<file path="src/rtl/mem_arbiter.sv">
// Single-port data memory arbiter between the CPU memory stage (port C)
// and the DMA/program loader (port D). Fixed CPU priority with a
// starvation counter that forces a DMA grant, fixed-latency access
// sequencing, one-cycle Done pulse and registered read data.
//
// state  | meaning
// -------+-------------------------------------------------------------
// IDLE   | no access; arbitrate unmasked requests on each rising edge
// ACCESS | memory cycles 0..MEM_LAT-1 for the granted port, Mem_En=1
// DONE   | one-cycle Done pulse to the granted port, Rd_Data valid
module mem_arbiter #(
    parameter int ADDR_W     = 10,
    parameter int MEM_LAT    = 2,
    parameter int STARVE_MAX = 4
) (
    input  logic              Clk,
    input  logic              Reset,
    input  logic              Cpu_Req,
    input  logic              Cpu_WrEn,
    input  logic [ADDR_W-1:0] Cpu_Addr,
    input  logic [31:0]       Cpu_WrData,
    input  logic              Cpu_ByteSel,
    output logic              Cpu_Gnt,
    output logic              Cpu_Done,
    input  logic              Dma_Req,
    input  logic              Dma_WrEn,
    input  logic [ADDR_W-1:0] Dma_Addr,
    input  logic [31:0]       Dma_WrData,
    input  logic              Dma_ByteSel,
    output logic              Dma_Gnt,
    output logic              Dma_Done,
    output logic [31:0]       Rd_Data,
    output logic              Mem_En,
    output logic              Mem_WrEn,
    output logic [ADDR_W-1:0] Mem_Addr,
    output logic [31:0]       Mem_DataIn,
    output logic              Mem_ByteSel,
    input  logic [31:0]       Mem_DataOut,
    output logic              Busy
);

    localparam int CNT_W = (MEM_LAT > 1) ? $clog2(MEM_LAT) : 1;
    localparam int STV_W = $clog2(STARVE_MAX + 1);
    localparam logic [CNT_W-1:0] LAST_CYC = CNT_W'(MEM_LAT - 1);
    localparam logic [STV_W-1:0] STV_MAX  = STV_W'(STARVE_MAX);

    typedef enum logic [1:0] {
        ST_IDLE   = 2'd0,
        ST_ACCESS = 2'd1,
        ST_DONE   = 2'd2
    } state_t;

    state_t             state;
    state_t             state_nxt;
    logic [CNT_W-1:0]   cyc_cnt;
    logic [STV_W-1:0]   starve_cnt;
    logic               gnt_dma;
    logic               wr_lat;
    logic               mask_cpu;
    logic               mask_dma;
    logic               req_cpu_eff;
    logic               req_dma_eff;
    logic               grant_cpu;
    logic               grant_dma;
    logic               last_cyc;

    // The just-served port is ignored for one IDLE cycle so a stale request
    // held over from the Done cycle cannot be granted a second time.
    assign req_cpu_eff = Cpu_Req & ~mask_cpu;
    assign req_dma_eff = Dma_Req & ~mask_dma;
    assign grant_cpu   = (state == ST_IDLE) & req_cpu_eff &
                         (~req_dma_eff | (starve_cnt != STV_MAX));
    assign grant_dma   = (state == ST_IDLE) & req_dma_eff & ~grant_cpu;
    assign last_cyc    = (cyc_cnt == LAST_CYC);

    // State register
    always_ff @(posedge Clk or negedge Reset) begin
        if (!Reset) begin
            state <= ST_IDLE;
        end else begin
            state <= state_nxt;
        end
    end

    // Next-state and per-state output decode
    always_comb begin
        state_nxt = state;
        Cpu_Gnt   = 1'b0;
        Dma_Gnt   = 1'b0;
        Cpu_Done  = 1'b0;
        Dma_Done  = 1'b0;
        Mem_En    = 1'b0;
        Mem_WrEn  = 1'b0;
        Busy      = 1'b0;
        case (state)
            ST_IDLE: begin
                if (grant_cpu || grant_dma) begin
                    state_nxt = ST_ACCESS;
                end
            end
            ST_ACCESS: begin
                Busy    = 1'b1;
                Mem_En  = 1'b1;
                Cpu_Gnt = ~gnt_dma;
                Dma_Gnt = gnt_dma;
                if (last_cyc) begin
                    // single write strobe in the final access cycle
                    Mem_WrEn  = wr_lat;
                    state_nxt = ST_DONE;
                end
            end
            ST_DONE: begin
                Busy      = 1'b1;
                Cpu_Done  = ~gnt_dma;
                Dma_Done  = gnt_dma;
                state_nxt = ST_IDLE;
            end
            default: begin
                state_nxt = ST_IDLE;
            end
        endcase
    end

    // Access cycle counter: restarts at grant, advances through ACCESS
    always_ff @(posedge Clk or negedge Reset) begin
        if (!Reset) begin
            cyc_cnt <= '0;
        end else if (grant_cpu || grant_dma) begin
            cyc_cnt <= '0;
        end else if (state == ST_ACCESS && !last_cyc) begin
            cyc_cnt <= cyc_cnt + CNT_W'(1);
        end
    end

    // Latch the winner's request fields at grant; they hold while idle
    always_ff @(posedge Clk or negedge Reset) begin
        if (!Reset) begin
            gnt_dma     <= 1'b0;
            wr_lat      <= 1'b0;
            Mem_Addr    <= '0;
            Mem_DataIn  <= '0;
            Mem_ByteSel <= 1'b0;
        end else if (grant_dma) begin
            gnt_dma     <= 1'b1;
            wr_lat      <= Dma_WrEn;
            Mem_Addr    <= Dma_Addr;
            Mem_DataIn  <= Dma_WrData;
            Mem_ByteSel <= Dma_ByteSel;
        end else if (grant_cpu) begin
            gnt_dma     <= 1'b0;
            wr_lat      <= Cpu_WrEn;
            Mem_Addr    <= Cpu_Addr;
            Mem_DataIn  <= Cpu_WrData;
            Mem_ByteSel <= Cpu_ByteSel;
        end
    end

    // Capture read data at the end of the final access cycle of a read
    always_ff @(posedge Clk or negedge Reset) begin
        if (!Reset) begin
            Rd_Data <= '0;
        end else if (state == ST_ACCESS && last_cyc && !wr_lat) begin
            Rd_Data <= Mem_DataOut;
        end
    end

    // Starvation counter: counts CPU grants won while DMA was waiting
    always_ff @(posedge Clk or negedge Reset) begin
        if (!Reset) begin
            starve_cnt <= '0;
        end else if (grant_dma) begin
            starve_cnt <= '0;
        end else if (grant_cpu) begin
            if (!Dma_Req) begin
                starve_cnt <= '0;
            end else if (starve_cnt != STV_MAX) begin
                starve_cnt <= starve_cnt + STV_W'(1);
            end
        end
    end

    // Last-port mask: armed in DONE, live for exactly one IDLE cycle
    always_ff @(posedge Clk or negedge Reset) begin
        if (!Reset) begin
            mask_cpu <= 1'b0;
            mask_dma <= 1'b0;
        end else if (state == ST_DONE) begin
            mask_cpu <= ~gnt_dma;
            mask_dma <= gnt_dma;
        end else if (state == ST_IDLE) begin
            mask_cpu <= 1'b0;
            mask_dma <= 1'b0;
        end
    end

endmodule

</file>
<file path="config.mk">
export PLATFORM = sky130hd
export DESIGN_NAME = mem_arbiter
export DESIGN_NICKNAME = d
export VERILOG_FILES = /design/src/rtl/mem_arbiter.sv
export SDC_FILE = /design/constraint.sdc
export NUM_CORES = 1
export LEC_CHECK = 0
export ABC_AREA = 1
export CAP_MARGIN = 20
export CORE_ASPECT_RATIO = 0.75
export CORE_MARGIN = 2
export CORE_UTILIZATION = 40
export CTS_BUF_LIST = sky130_fd_sc_hd__clkbuf_4
export DETAILED_ROUTE_END_ITERATION = 16
export PLACE_DENSITY_LB_ADDON = 0.25
export SLEW_MARGIN = 15
export SYNTH_ARGS = -nofsm -noshare
export SYNTH_HDL_FRONTEND = slang
export SYNTH_SLANG_ARGS = --single-unit
</file>
<file path="constraint.sdc">
create_clock -name Clk -period 1.8 [get_ports Clk]
set_input_delay 0.36 -clock Clk [delete_from_list [all_inputs] [get_ports Clk]]
set_output_delay 0.36 -clock Clk [all_outputs]
set_load 0.1 [all_outputs]
</file>
==> results.rst, run 1 <==
.. list-table::
   :header-rows: 1

   * - Metric
     - Value
   * - Status
     - complete, but fails checks
   * - Violations in the final reports
     - negative setup slack
   * - GRT Resource Usage Total
     - 0.237
   * - Number of placed instances with taps included
     - slightly above 700
   * - Latest clock arrival within the worst-skew pair
     - ~440 ps
   * - Worst-case clock skew
     - 16.2 ps
   * - Chip Height
     - 87.7 um
   * - Rows
     - 30
   * - Clock net sink count
     - 85
   * - Width of the die
     - roughly 120 um
   * - Number of instances in the synthesized netlist
     - 380
   * - Root Driver
     - sky130_fd_sc_hd__clkbuf_4
   * - Synth cell types
     - 22
   * - Setup slack of the most critical reg-to-reg path
     - 30 ps
   * - Largest net degree at the start of global routing
     - 41
   * - Critical register-to-register path endpoint
     - wr_lat
   * - CTS tree
     - built
   * - Chain of cells forming the critical path
     - inv_2, ha_4, nand2_2, nor2_4, buf_12
   * - Count of yosys warnings during synthesis
     - 0
   * - Area inside the core boundary
     - around 9000 um^2
   * - First-pass GRT wire length
     - 18400 um
   * - Worst path arrival time
     - 1510 ps
   * - Setup violations, final
     - 6
   * - Number of hold violations in the final report
     - 0
   * - Number of buffers inserted by port buffering
     - 205
   * - Final Non-Filler Cells
     - around 730
   * - Maximum clock frequency
     - 534 MHz
   * - Total via count after detailed routing
     - 3523
   * - DRC Markers
     - 0
   * - Worst Tran Pin Value
     - 440 ps
   * - Total Nets Final
     - 728
   * - Required time of the critical path
     - 1440 ps
   * - Detail-routed via count per cell
     - 4.81
   * - Total Routed Length
     - 11800 um
   * - Fin worst setup slack
     - -74.2 ps
   * - Sum of overflow across all layers after global routing
     - 0
   * - Antenna cells
     - 0
   * - Post-synthesis sequential element count
     - 85
   * - Sequential element share of the synthesized area
     - 0.570
   * - Critical Path Fanout Max
     - 5
   * - Setup repair after global routing missed its margin
     - yes
   * - Starting density of the core
     - 0.413
   * - Cell taking the most area after synthesis
     - sky130_fd_sc_hd__dfrtp_1
   * - Number of nets with antenna violations after routing
     - 0
   * - Detailed-router iteration count before antenna repair
     - 6
   * - Maximum single-stage delay on the critical path
     - 430 ps
   * - Final period util
     - 1.04
   * - Crit path buffers/inverters
     - 2
   * - CTS Buffer Depth
     - 2
   * - Final count of pins violating max slew
     - 0
   * - Number of DRC markers after the initial detailed-route iteration
     - 139
   * - Worst r2r src
     - state[0]
   * - Routed wire length per instance
     - roughly 16 um
   * - Worst min path class
     - in2async
   * - Synth top area cells
     - sky130_fd_sc_hd__dfrtp_1 (57%), sky130_fd_sc_hd__nand2_1 (14%), sky130_fd_sc_hd__mux2_2 (9.6%)
   * - Routability-driven placement congestion ratio
     - 0.852
   * - Worst setup path category
     - reg2out
   * - Detailed placement HPWL
     - 9120 um
   * - Die Outline Area
     - 10100 um^2
   * - Average cell area after synthesis
     - 9.83 um^2
   * - Reg clk slew, reported paths
     - 140 ps
   * - Shortest clock period the worst path allows after layout
     - roughly 1900 ps
   * - CTS Buf Count
     - 9
   * - Worst slew margin relative to its limit
     - 0.707
   * - Area share of the largest cell type after synthesis
     - 0.570
   * - Filler cell count
     - 563
   * - Netlist area before placement
     - 3730 um^2
   * - Max H-tree Level
     - 3
   * - I/O pin count
     - 206
   * - Type of origin of the critical path
     - register
   * - Max-capacitance violation count
     - 0
   * - Slowest stage cell on the critical path
     - sky130_fd_sc_hd__dfrtp_1
   * - Share of cells above drive strength 1
     - 0.296
   * - Final setup TNS
     - -187 ps
   * - Element type at the critical path end
     - output pin
   * - Number of antenna violations at the first check in global routing
     - 0
   * - Launching instance or port of the critical path
     - state[1]
   * - Logic depth of the worst register-to-register path
     - 10
   * - Layout overhead on the synthesized area
     - 90.1%
   * - Number of global-route vias before repair
     - 3650
   * - Post-Syn Nets
     - 509
   * - Cell class contributing the biggest share of worst-path delay
     - flip-flops
==> area by class of cell <==
cell class	count	area (um^2)	area share
clock buffers	10	75.1	0.0106
flip-flops and latches	85	2130	0.300
inverters	19	82.6	0.0116
multi-input cells	260	1470	0.206
clock inverters	6	110	0.0155
repair buffers	224	3080	0.434
well taps	128	160	0.0226
==> how the worst max path moves through the flow <==
stage | endpoint | slack (ps) | depth (start not counted)
2_1_floorplan | Mem_WrEn | -60 | 4
4_1_cts | Busy | -90 | 3
5_1_grt | Mem_WrEn | -190 | 5
3_3_place_gp | wr_lat | 10 | 7
3_5_place_dp | Mem_Addr[1] | -50 | 7
6_report | Mem_WrEn | -70 | 5
==> cell families (layout without fill, tap and decap cells) <==
kind of cell | count (synthesis) | count (layout) | synth area share
compound gates | 8 | 8 | 0.0137
simple gates | 214 | 214 | 0.247
flops | 85 | 85 | 0.570
xor+xnor | 1 | 1 | 0.00235
fa+ha+maj | 5 | 5 | 0.0168
buf+inv | 35 | 259 | 0.0543
mux | 32 | 32 | 0.0965
==> Yosys cell counts (all sizes together) <==
library cell / instances
nor2: 5
dfrtp: 85
buf: 16
ha: 5
nand3: 65
nand2: 144
a31o: 1
inv: 19
a21oi: 4
o211ai: 1
o21ai: 2
xor2: 1
mux2: 32
==> worst reg2reg max path: cells and delay by family (launching register included) <==
family	cells	cell delay (ps)
flops	1	470
buf+inv	4	410
simple gates	4	500
fa+ha+maj	1	220
compound gates	1	80
==> through the flow <==
step | cell area, um^2 | util | hold slack [ps] | setup WS, ps
6_report | 7100 | 0.785 | 380 | -74.2
5_1_grt | 7100 | 0.785 | 409 | -188
4_1_cts | 7090 | 0.783 | 379 | -88.6
3_5_place_dp | 6860 | 0.758 | 337 | -45.2
3_3_place_gp | 6860 | 0.758 | 329 | 10.1
2_1_floorplan | 3770 | - | 64.4 | -63.6
==> per-layer routing <==
metal	share of wire	track usage	wire length [um]	up-vias
met2	0.49	0.408	5760	172
li1	-	-	-	1674
met1	0.39	0.279	4600	1660
met3	0.11	0.0907	1260	17
met4	0.017	0.0690	201	0
met5	0	0	0	-
==> what timing repair did <==
item	4_1_cts	5_1_grt
setup buffers	2	0
hold buffers	1	0
gates resized for setup	8	6
setup endpoints to repair	6	54
pin swaps	3	1
endpoints found under the hold margin	29	0
gates cloned	0	0
==> registers in the layout (all words and copies together) (netlist names) <==
register     cells
mask_cpu         1
wr_lat           1
mask_dma         1
gnt_dma          1
Mem_ByteSel      1
Mem_Addr        10
starve_cnt       3
state            2
cyc_cnt          1
Rd_Data         32
Mem_DataIn      32
==> placed cells by master (no fill, tap or decap) <==
cell type,n
sky130_fd_sc_hd__o21ai_1,1
sky130_fd_sc_hd__inv_4,3
sky130_fd_sc_hd__nand3_1,64
sky130_fd_sc_hd__bufinv_16,3
sky130_fd_sc_hd__nand2_1,136
sky130_fd_sc_hd__inv_6,1
sky130_fd_sc_hd__nor2_2,1
sky130_fd_sc_hd__buf_12,87
sky130_fd_sc_hd__nand2_2,5
sky130_fd_sc_hd__o21ai_0,1
sky130_fd_sc_hd__mux2_2,32
sky130_fd_sc_hd__dfrtp_2,1
sky130_fd_sc_hd__ha_4,2
sky130_fd_sc_hd__o211ai_2,1
sky130_fd_sc_hd__a31o_2,1
sky130_fd_sc_hd__buf_4,14
sky130_fd_sc_hd__clkdlybuf4s50_1,122
sky130_fd_sc_hd__clkinv_1,1
sky130_fd_sc_hd__nor2_4,4
sky130_fd_sc_hd__inv_2,8
sky130_fd_sc_hd__dlygate4sd3_1,1
sky130_fd_sc_hd__dfrtp_1,84
sky130_fd_sc_hd__xor2_1,1
sky130_fd_sc_hd__clkbuf_4,10
sky130_fd_sc_hd__inv_1,7
sky130_fd_sc_hd__a21oi_1,4
sky130_fd_sc_hd__nand3_2,1
sky130_fd_sc_hd__ha_1,3
sky130_fd_sc_hd__nand2_4,3
sky130_fd_sc_hd__clkinvlp_4,2
Power of run 1 is left out: the tool's default activity adds up to more than one toggle a clock period on the data nets, which glitch-free logic cannot reach.
==> run 2: changes to the inputs <==
--- a/config.mk
+++ b/config.mk
@@ -8,8 +8,8 @@
 export ABC_AREA = 1
 export CAP_MARGIN = 20
 export CORE_ASPECT_RATIO = 0.75
-export CORE_MARGIN = 2
-export CORE_UTILIZATION = 40
+export CORE_MARGIN = 3
+export CORE_UTILIZATION = 43
 export CTS_BUF_LIST = sky130_fd_sc_hd__clkbuf_4
 export DETAILED_ROUTE_END_ITERATION = 16
 export PLACE_DENSITY_LB_ADDON = 0.25
==> constraint.sdc (replaced) <==
create_clock -name Clk -period 2.2 [get_ports Clk]
set_input_delay 0.44 -clock Clk [delete_from_list [all_inputs] [get_ports Clk]]
set_output_delay 0.44 -clock Clk [all_outputs]
set_load 0.1 [all_outputs]
==> results.rst, run 2 (synthesis gave the netlist of run 1 again) <==
.. list-table::
   :header-rows: 1

   * - Metric
     - Value
   * - Number of antenna violations at the first check in global routing
     - 0 (unchanged)
   * - Total Routed Length
     - 10700 um (-9.6%)
   * - Type of origin of the critical path
     - register
   * - Number of hold violations in the final report
     - 0 (unchanged)
   * - GRT Resource Usage Total
     - 0.219 (-0.0182)
   * - Required time of the critical path
     - 1760 ps (+320 ps)
   * - Layout overhead on the synthesized area
     - 58.4%
   * - Routability-driven placement congestion ratio
     - 0.780 (-8.5%)
   * - Starting density of the core
     - 0.458 (+0.0447)
   * - Register Area
     - 2130 um^2 (about the same)
   * - Die Outline Area
     - 9850 um^2 (-2.8%)
   * - Most common cell after layout, fill and taps aside
     - sky130_fd_sc_hd__nand2_1
   * - Sum of overflow across all layers after global routing
     - 0 (unchanged)
   * - Shortest clock period the worst path allows after layout
     - between 2000 and 2500 ps
   * - Width of the die
     - 114 um (-1.7%)
   * - Latest clock arrival within the worst-skew pair
     - 440 ps (about the same)
   * - Worst Tran Pin Value
     - 696 ps (+256 ps)
   * - Worst path arrival time
     - 1630 ps (+120 ps)
   * - Element type at the critical path end
     - output pin
   * - Number of nets with antenna violations after routing
     - 0 (unchanged)
   * - Total via count after detailed routing
     - 3403 (-3.4%)
   * - CTS tree
     - built
   * - Total Nets Final
     - 713 (-2.1%)
   * - DRC Markers
     - 0 (unchanged)
   * - Area of the multi-input gates
     - 1430 um^2 (-2.7%)
   * - Worst min path class
     - in2async
   * - Setup repair after global routing missed its margin
     - no
   * - Biggest regs
     - Mem_DataIn: 32 flops, Rd_Data: 32 flops, Mem_Addr: 10 flops
   * - Chip Height
     - 86.7 um (-1.1%)
   * - Area inside the core boundary
     - 8160 um^2 (-9.8%)
   * - Detailed-router iteration count before antenna repair
     - 5 (-1)
   * - I/O pin count
     - 206 (unchanged)
   * - Final Non-Filler Cells
     - 694 (-5.2%)
   * - CTS Buf Count
     - 9 (unchanged)
   * - Worst-case clock skew
     - 18.5 ps (+2.23 ps)
   * - Number of buffers inserted by port buffering
     - 205 (unchanged)
   * - Worst slew margin relative to its limit
     - 0.536 (-0.171)
   * - Maximum clock frequency
     - approximately 480 MHz
   * - Most frequent cells in the layout
     - sky130_fd_sc_hd__nand2_1 (139), sky130_fd_sc_hd__clkdlybuf4s50_1 (122), sky130_fd_sc_hd__dfrtp_1 (85), sky130_fd_sc_hd__buf_4 (78), sky130_fd_sc_hd__nand3_1 (65)
   * - Critical Path Fanout Max
     - 5 (unchanged)
   * - Reg clk slew, reported paths
     - 140 ps (about the same)
   * - Detail-routed via count per cell
     - 4.90 (+1.9%)
   * - Hold_buf cts
     - 0 (-1)
   * - Share of cells above drive strength 1
     - 0.261 (-0.0349)
   * - Logic depth of the worst register-to-register path
     - 10 (unchanged)
   * - Antenna cells
     - 0 (unchanged)
   * - Status
     - complete, no violations
   * - Largest net degree at the start of global routing
     - 55 (+34%)
   * - Clock net sink count
     - 85 (unchanged)
   * - Detailed placement HPWL
     - 8100 um (-11%)
   * - Number of gates resized after CTS
     - 0 (-8)
   * - Number of placed instances with taps included
     - 678 (-4.9%)
   * - Rows
     - 28 (-6.7%)
   * - Final setup TNS
     - 0 ps (+187 ps)
   * - Root Driver
     - sky130_fd_sc_hd__clkbuf_4
   * - Max-capacitance violation count
     - 0 (unchanged)
   * - Routed wire length per instance
     - 15.4 um (-4.7%)
   * - Final count of pins violating max slew
     - 0 (unchanged)
   * - First-pass GRT wire length
     - 16900 um (-7.8%)
   * - Final period util
     - 0.940
   * - Worst setup path category
     - reg2out
   * - Filler cell count
     - 598 (+6.2%)
   * - Post-CTS setup-driven buffer insertion count
     - 0 (-2)
   * - Setup violations, final
     - 0 (-6)
   * - Final core occ
     - 0.725 (-0.0599)
   * - Number of DRC markers after the initial detailed-route iteration
     - 107 (-23%)
   * - CTS Buffer Depth
     - 2 (unchanged)
   * - Max H-tree Level
     - 3 (unchanged)
   * - Number of global-route vias before repair
     - 3436 (-5.9%)
## run 2: final cells by class
type                            instances  share of cell area
Clock buffer                            9              0.0114
Timing Repair Buffer                  209               0.336
Sequential cell                        85               0.359
Inverter                               19              0.0129
Clock inverter                          7              0.0173
Multi-Input combinational cell        260               0.241
Tap cell                              105              0.0222
## run 2: through the flow
step,cell area [um^2],hold WS [ps],worst slack (ps)
2_1_floorplan,3750,144,60.1
3_3_place_gp,5750,481,175
3_5_place_dp,5750,485,96.2
4_1_cts,5920,33.4,103
5_1_grt,5920,50.6,47.6
6_report,5920,38.1,133
## run 2: worst max-delay path, cell delays in order, from the launching register on
cell,delay [ps]
sky130_fd_sc_hd__dfrtp_1,420
sky130_fd_sc_hd__inv_1,80
sky130_fd_sc_hd__ha_2,250
sky130_fd_sc_hd__nand2_1,130
sky130_fd_sc_hd__nor2_4,120
sky130_fd_sc_hd__buf_12,180
## run 2: final timing paths
path,start,end,slack [ps]
worst max register to register,state[0],starve_cnt[0],360
min in group Clk,Mem_DataIn[17],Mem_DataIn[17],520
worst min register to register,Mem_DataIn[17],Mem_DataIn[17],520
worst max-delay path,state[1],Mem_WrEn,130
worst min-delay path,Reset,Mem_Addr[8],40
max in group asynchronous,Reset,Mem_ByteSel,1530
## run 2: layer usage
layer	up-vias	share of wire	routed length, um	GRT usage
met1	1576	0.40	4250	0.279
li1	1636	-	-	-
met2	170	0.48	5130	0.360
met4	0	0.021	224	0.0786
met5	-	0	0	0
met3	21	0.10	1070	0.0635
Power of run 2 is left out for the same reason.
